--- config.mk ---
export PLATFORM = sky130hd
export DESIGN_NAME = even_seq_monitor
export DESIGN_NICKNAME = d
export VERILOG_FILES = /design/src/rtl/even_seq_monitor.sv
export SDC_FILE = /design/constraint.sdc
export NUM_CORES = 1
export LEC_CHECK = 0
export CORE_ASPECT_RATIO = 1.75
export CORE_MARGIN = 2
export CORE_UTILIZATION = 55
export DETAILED_ROUTE_END_ITERATION = 8
export GPL_TIMING_DRIVEN = 1
export PLACE_DENSITY = 0.86
export SLEW_MARGIN = 10
export SYNTH_ARGS = -nofsm -noshare
export SYNTH_HDL_FRONTEND = slang
export SYNTH_SLANG_ARGS = --single-unit
--- constraint.sdc ---
create_clock -name clk -period 4 [get_ports clk]
set_clock_uncertainty 0.05 [all_clocks]
set_input_delay 0.8 -clock clk [delete_from_list [all_inputs] [get_ports clk]]
set_output_delay 0.8 -clock clk [all_outputs]
set_load 0.1 [all_outputs]
--- src/rtl/even_seq_monitor.sv ---
// Monitors a 4-bit even counter {a,b,c,d} for correct +2 (mod 16) stepping, reports lock,
// sticky fault with the offending sample, and a saturating count of clean 14->0 wraps.
//
// state | meaning
// SYNC  | waiting for an even sample to use as the reference
// TRACK | following the sequence, counting correct steps toward lock
// LOCK  | LOCK_LEN consecutive correct steps seen, still following
// FAULT | sequence broken; holds until clr or reset
module even_seq_monitor #(
  parameter int LOCK_LEN = 8,
  parameter int WRAP_W   = 8
) (
  input  logic              clk,
  input  logic              rst_n,
  input  logic              a,
  input  logic              b,
  input  logic              c,
  input  logic              d,
  input  logic              clr,
  output logic [3:0]        val,
  output logic              locked,
  output logic              err,
  output logic [3:0]        last_bad,
  output logic [WRAP_W-1:0] wrap_cnt
);

  typedef enum logic [1:0] {SYNC, TRACK, LOCK, FAULT} state_t;

  localparam logic [7:0] LOCK_LEN_V = 8'(LOCK_LEN);

  state_t             state;
  logic [3:0]         prev;
  logic [7:0]         run;
  logic [3:0]         s;
  logic               step_ok;
  logic               wrap_hit;
  logic [7:0]         run_inc;
  logic [WRAP_W-1:0]  wrap_sat;

  assign s        = {a, b, c, d};
  // prev is always even, so an odd sample or a stalled value can never match
  assign step_ok  = (s == prev + 4'd2);
  assign wrap_hit = step_ok && (prev == 4'd14);
  assign run_inc  = run + 8'd1;
  assign wrap_sat = (wrap_cnt == '1) ? wrap_cnt : wrap_cnt + WRAP_W'(1);

  always_ff @(posedge clk or negedge rst_n) begin
    if (!rst_n) begin
      state    <= SYNC;
      prev     <= 4'd0;
      run      <= 8'd0;
      val      <= 4'd0;
      locked   <= 1'b0;
      err      <= 1'b0;
      last_bad <= 4'd0;
      wrap_cnt <= '0;
    end else begin
      val <= s;
      if (clr) begin
        state    <= SYNC;
        run      <= 8'd0;
        locked   <= 1'b0;
        err      <= 1'b0;
        last_bad <= 4'd0;
        wrap_cnt <= '0;
      end else begin
        case (state)
          SYNC: begin
            if (!s[0]) begin
              prev  <= s;
              run   <= 8'd0;
              state <= TRACK;
            end
          end
          TRACK: begin
            if (step_ok) begin
              prev <= s;
              run  <= run_inc;
              if (wrap_hit) wrap_cnt <= wrap_sat;
              if (run_inc == LOCK_LEN_V) begin
                state  <= LOCK;
                locked <= 1'b1;
              end
            end else begin
              state    <= FAULT;
              err      <= 1'b1;
              last_bad <= s;
            end
          end
          LOCK: begin
            if (step_ok) begin
              prev <= s;
              if (wrap_hit) wrap_cnt <= wrap_sat;
            end else begin
              state    <= FAULT;
              locked   <= 1'b0;
              err      <= 1'b1;
              last_bad <= s;
            end
          end
          FAULT: ;
          default: begin
            state  <= SYNC;
            locked <= 1'b0;
          end
        endcase
      end
    end
  end

endmodule

==> results of run 1 <==
==> per-layer routing <==
metal / vias up / GRT usage / routed length [um]
met3: 9 / 0.06787 / 177
met4: 0 / 0.08889 / 75
li1: 702 / - / -
met1: 741 / 0.2799 / 1462
met5: - / 0 / 0
met2: 46 / 0.4122 / 2203
==> worst max path at each step <==
stage                             end         from  slack (ps)
after floorplan           wrap_cnt[1]  wrap_cnt[0]        1540
after global placement       state[0]            d         940
after detailed placement     state[0]            d         870
after CTS                    state[0]            d        1140
after global routing          prev[3]            d         960
final                        state[0]            d        1120
==> power by group <==
| group | total [W] | leakage (nW) | switching (W) | internal (W) |
|---|---|---|---|---|
| Sequential | 0.000422 | 0.422 | 0.0000454 | 0.000377 |
| Combinational | 0.000667 | 0.391 | 0.000460 | 0.000208 |
| Clock | 0.000304 | 0.0552 | 0.000120 | 0.000185 |
==> layout make-up <==
class,count,area [um2]
sequential,32,800.8
fill,253,967.2
multi-input combinational,138,938.4
clock buffer,6,72.57
clock inverter,2,35.03
timing repair buffer,26,255.2
tap,43,53.80
inverter,5,18.77
==> sequential cells by signal (all words and copies together), names as in the netlist <==
signal    flops
state         2
locked        1
prev          4
err           1
last_bad      4
run           8
val           4
wrap_cnt      8
==> worst max-delay path, delay by kind of cell <==
family          cells  cell delay [ps]
mux                 1              290
simple gates        1              420
xor+xnor            1              370
compound gates      2              560
buf+inv             1              560
==> Yosys cell counts (all sizes together) (2+ instances only) <==
| cell | instances | share of area |
|---|---|---|
| a21oi | 13 | 0.036 |
| a31o | 2 | 0.0097 |
| a31oi | 4 | 0.014 |
| and3 | 3 | 0.010 |
| and4 | 2 | 0.011 |
| buf | 4 | 0.019 |
| clkbuf | 6 | 0.012 |
| dfrtp | 32 | 0.44 |
| ha | 6 | 0.041 |
| inv | 5 | 0.010 |
| mux2 | 5 | 0.033 |
| mux2i | 3 | 0.017 |
| nand2 | 22 | 0.047 |
| nand3 | 14 | 0.039 |
| nand4 | 3 | 0.019 |
| nor2 | 18 | 0.037 |
| nor4 | 7 | 0.034 |
| nor4b | 4 | 0.030 |
| o21a | 2 | 0.0083 |
| o21ai | 7 | 0.019 |
| or3 | 2 | 0.0097 |
| xnor2 | 8 | 0.039 |
| xor2 | 2 | 0.0097 |
==> logic make-up (layout without fill, tap and decap cells) <==
kind of cell,after synthesis,after routing,synth area share
simple gates,81,81,0.2605
compound gates,32,32,0.1041
flops,32,32,0.4411
buf+inv,15,39,0.04203
xor+xnor,11,11,0.06134
mux,8,8,0.04962
fa+ha+maj,6,6,0.04135
==> through the flow <==
| stage | hold WS (ps) | utilization | area (um2) | cells |
|---|---|---|---|---|
| CTS | 471.8 | 0.6922 | 2175 | 252 |
| global placement | 441.2 | 0.6579 | 2067 | 244 |
| global route | 494.7 | 0.6922 | 2175 | 252 |
| finish | 467.6 | 0.6922 | 2175 | 252 |
| floorplan | 454.4 | - | 1815 | 185 |
| detailed placement | 454.7 | 0.6579 | 2067 | 244 |
==> layout by cell type, fill, tap and decap left out, types with 4 or more instances in the layout <==
| master | n |
|---|---|
| sky130_fd_sc_hd__clkdlybuf4s50_1 | 24 |
| sky130_fd_sc_hd__nand3_1 | 14 |
| sky130_fd_sc_hd__o21ai_0 | 4 |
| sky130_fd_sc_hd__inv_1 | 4 |
| sky130_fd_sc_hd__xnor2_1 | 8 |
| sky130_fd_sc_hd__nand2_1 | 21 |
| sky130_fd_sc_hd__nor2_1 | 18 |
| sky130_fd_sc_hd__ha_1 | 6 |
| sky130_fd_sc_hd__dfrtp_1 | 32 |
| sky130_fd_sc_hd__mux2_2 | 4 |
| sky130_fd_sc_hd__a31oi_1 | 4 |
| sky130_fd_sc_hd__nor4_1 | 4 |
| sky130_fd_sc_hd__clkbuf_8 | 5 |
| sky130_fd_sc_hd__a21oi_1 | 13 |
==> flow_summary.ini, run 1 <==
[run_status]
outcome = finished, final reports clean

[floorplan]
std_cell_rows = 27
floorplan.core_area_um2 = 3142
starting_density_of_the_core = 0.5779
chipWidth_um = 47.43
number_of_i_o_pins = 25
floorplan.die_area_um2 = 3795
fp.dieH_um = 80.01

[clock_tree]
cts.sinks = 32
cts_hold_repair.buffers = 0
clock_tree.root_cell = sky130_fd_sc_hd__clkbuf_8
cts_tree = done
clk_path_buf_depth = 2
cts_max_level = 2
post_cts_resized = 0
clkSlewWorstSetupHoldPaths_ps = 70
clock_latency_at_the_later_pin_of_the_worst_skew_pair_ps = 290
cts_inserted_buffers = 5
cts_setup_buffers = 0

[setup_path]
required_ps = 4120
critPathMaxFanout = 27
timing_worst_setup_path_type = in2reg
worst_ep_arrival_time_ps = 3000
critical_path.endpoint_type = flop
worst_r2r_path_depth = 6
timing.reg2reg.setup_slack_ps = 1530
critical_path.reg2reg.startpoint = prev[1]
critical-path-slowest-cell = sky130_fd_sc_hd__clkdlybuf4s50_1
regToRegEndpoint = state[0]
critical_path.startpoint_type = input pin
critical_path.cell_chain = clkdlybuf4s50_1 > xnor2_1 > nand4_4 > a31o_1 > a31o_2 > mux2_4
max_stage_delay_ps = 560

[synthesis]
synth_cell_type_count = 46
synth_nets = 198
count_of_flip_flops_with_a_built_in_enable_after_synthesis = 0
ys_warn_count = 0
synth_async_sr_flop_share = 1.000
dominantRegCellSynth = sky130_fd_sc_hd__dfrtp_1
syn_avg_cell_area_um2 = 9.813
cell_count_after_synthesis = 185
syn-cell-area_um2 = 1815
yosys_register_bits = 32
synth_sequential_area_ratio = 0.4411

[drt]
finalWirelength_mm = 3.918
via_per_inst = 5.944
drc = 0
drt_iter0_markers = 79
first_pass_iters = 4
detail-route-antenna-nets = 0
post_drt_wl_per_cell_um = 15.55
detailroute.via_count = 1498

[power_and_ir_drop]
cellLeakagePower_nw = 0.8684
power_w = 0.001394
pwr_density_cell_nw_per_um2 = 641.2
power.ir.vdd_worst_mv = 0.4336

[global_routing]
grt_overflow_total = 0
grt_first_pass_wirelength_mm = 6.699
largest_net_degree_at_the_start_of_global_routing = 33
grt_total_usage = 0.2450
grt_antenna_before_repair = 0
number_of_global_route_vias_before_repair = 1489

[timing]
worstMarginPinSlew_ps = 982.5
setup_ws_ps = 1120
final-setup-viol-count = 0
grt_setup_unrepaired = no
max_freq_mhz = 347.2
timing.final.hold_violations = 0
worst_rel_slew_slack = 0.3430
layout_min_cycle_time_ps = 2880
final.setup.tns_ps = 0
timing_max_transition_violations_final = 0
finalCritPeriodShare = 0.7200

[flow_run]
cap_violations = 0

[place]
buffer_ports.inserted = 24
hpwlAfterDp_mm = 2.770
dp_slack_ps = 869.2
final_weighted_congestion_in_routability_driven_placement = 0.8899

[hold_path]
hold_class = reg2reg
min-delay-start = err
min_delay_path_depth = 2
hold-path-endpoint = err

[final_layout]
final_layout_size_suffix_gt1_frac = 0.1292
post_layout_net_count = 221
diodes = 0
syn2layout_area_growth_pct = 19.78
(Power assumes the default switching activity.)
==> inputs of run 2 (changes only) <==
CORE_UTILIZATION = 49   (was 55)
PLACE_DENSITY = 0.81   (was 0.86)
clock period = 2.35 ns   (was 4 ns; I/O delays follow)
==> flow_summary.ini, run 2 (synthesis gave the netlist of run 1 again) <==
[flow_run]
cap_violations = 0

[timing]
final-setup-viol-count = 0
timing_max_transition_violations_final = 0
setup_ws_ps = 163.9
timing.final.hold_violations = 0
max_freq_mhz = 457.4
layout_min_cycle_time_ps = 2186
grt_setup_unrepaired = no
worstMarginPinSlew_ps = 417.7
finalCritPeriodShare = 0.9302
worst_rel_slew_slack = 0.7215

[drt]
drc = 0
detail-route-antenna-nets = 0
detailroute.via_count = 1494
post_drt_wl_per_cell_um = 14.99
drt_iter0_markers = 22
finalWirelength_mm = 4.033
first_pass_iters = 4
via_per_inst = 5.554

[setup_path]
critical_path.cell_chain = inv_1 > ha_1 > inv_2 > or3_1 > or3_4 > mux2i_1 > nor2_1
timing_worst_setup_path_type = reg2reg
worst_ep_arrival_time_ps = 2310
max_stage_delay_ps = 520
critical-path-slowest-cell = sky130_fd_sc_hd__or3_1
path_buf_inv = 2
required_ps = 2480
cpLargestDelayFamily = simple AND/OR/NAND/NOR gates
critical_path.endpoint_type = flop
critical_path.startpoint_type = flop
critPathMaxFanout = 7

[clock_tree]
clock_tree.root_cell = sky130_fd_sc_hd__clkbuf_8
cts_inserted_buffers = 5
cts_max_level = 2
clkSlewWorstSetupHoldPaths_ps = 60
clock_latency_at_the_later_pin_of_the_worst_skew_pair_ps = 290
clk_path_buf_depth = 2
cts_setup_buffers = 0
cts_hold_repair.buffers = 0
cts.sinks = 32
cts_tree = done
post_cts_resized = 0

[place]
dp_slack_ps = -87.96
placedCellCount = 261
buffer_ports.inserted = 24
final_weighted_congestion_in_routability_driven_placement = 0.8469
hpwlAfterDp_mm = 2.990

[hold_path]
hold_class = reg2reg

[global_routing]
globalRouteMet2Util = 0.3852
grt_total_usage = 0.2197
global_route.usage.met1 = 0.2329
largest_net_degree_at_the_start_of_global_routing = 33
grt_overflow_total = 0
grt_use_met3 = 0.04448
number_of_global_route_vias_before_repair = 1574
grt_busiest_layer = met2
grt_antenna_before_repair = 0
grt_first_pass_wirelength_mm = 7.093

[floorplan]
floorplan.core_area_um2 = 3592
std_cell_rows = 29
floorplan.die_area_um2 = 4227
fp.dieH_um = 84.52
chipWidth_um = 50.01
number_of_i_o_pins = 25
starting_density_of_the_core = 0.5054

[power_and_ir_drop]
pwr_density_cell_nw_per_um2 = 1077
power_w = 0.002384
cellLeakagePower_nw = 0.9484
power.ir.vdd_worst_mv = 0.6760

[final_layout]
layout.cells.non_filler = 269
layout.filler_cells = 302
utilization = 0.6165
mostFrequentLayoutCell = sky130_fd_sc_hd__buf_4
post_layout_net_count = 235
largest_registers = run x8, wrap_cnt x8
final_layout_size_suffix_gt1_frac = 0.2691
syn2layout_area_growth_pct = 21.98
area_used_by_sequential_logic_in_the_layout_um2 = 803.3
multi_input_comb_area_um2 = 938.4
final_cell_mix = 34 x sky130_fd_sc_hd__buf_4, 30 x sky130_fd_sc_hd__dfrtp_1, 21 x sky130_fd_sc_hd__nand2_1
diodes = 0

[run_status]
outcome = finished, final reports clean
-- run 2: final timing paths --
kind | startpoint | to | slack [ps] | cells after the start
worst min-delay path | err | err | 460 | 2
worst min register to register | err | err | 460 | 2
worst max register to register | state[1] | wrap_cnt[1] | 160 | 7
worst max-delay path | state[1] | wrap_cnt[1] | 160 | 7
max in group asynchronous | rst_n | wrap_cnt[0] | 1390 | 2
min in group asynchronous | rst_n | last_bad[3] | 530 | 2
-- run 2: through the flow --
stage | instance area (um2) | setup TNS [ps] | hold WS [ps]
floorplan | 1818 | 0 | 124.4
global placement | 2133 | -53.13 | 448.8
detailed placement | 2133 | -393.2 | 451.7
CTS | 2215 | 0 | 468.1
global route | 2215 | 0 | 502.6
finish | 2215 | 0 | 459.2
-- run 2: cell type report --
type,count,area share
sequential,32,0.3627
clock inverter,1,0.002260
clock buffer,7,0.03446
multi-input combinational,138,0.4237
tap,46,0.02599
timing repair buffer,40,0.1424
inverter,5,0.008475
-- run 2: worst reg2reg max path, cell delays in order, from the launching register on --
cell and delay [ps]:
sky130_fd_sc_hd__dfrtp_1 380, sky130_fd_sc_hd__inv_1 100, sky130_fd_sc_hd__ha_1 320, sky130_fd_sc_hd__inv_2 40
sky130_fd_sc_hd__or3_1 520, sky130_fd_sc_hd__or3_4 460, sky130_fd_sc_hd__mux2i_1 160, sky130_fd_sc_hd__nor2_1 50
-- run 2: where the power goes --
group          switching [W]  internal (W)  total, W
Combinational       0.000805      0.000456   0.00126
Clock               0.000196      0.000207  0.000403
Sequential         0.0000781      0.000642  0.000720
-- run 2: routing by layer --
metal	share of wire	wire length, um
met1	0.38	1540
met3	0.041	166
met4	0.041	165
met5	0	0
met2	0.54	2161
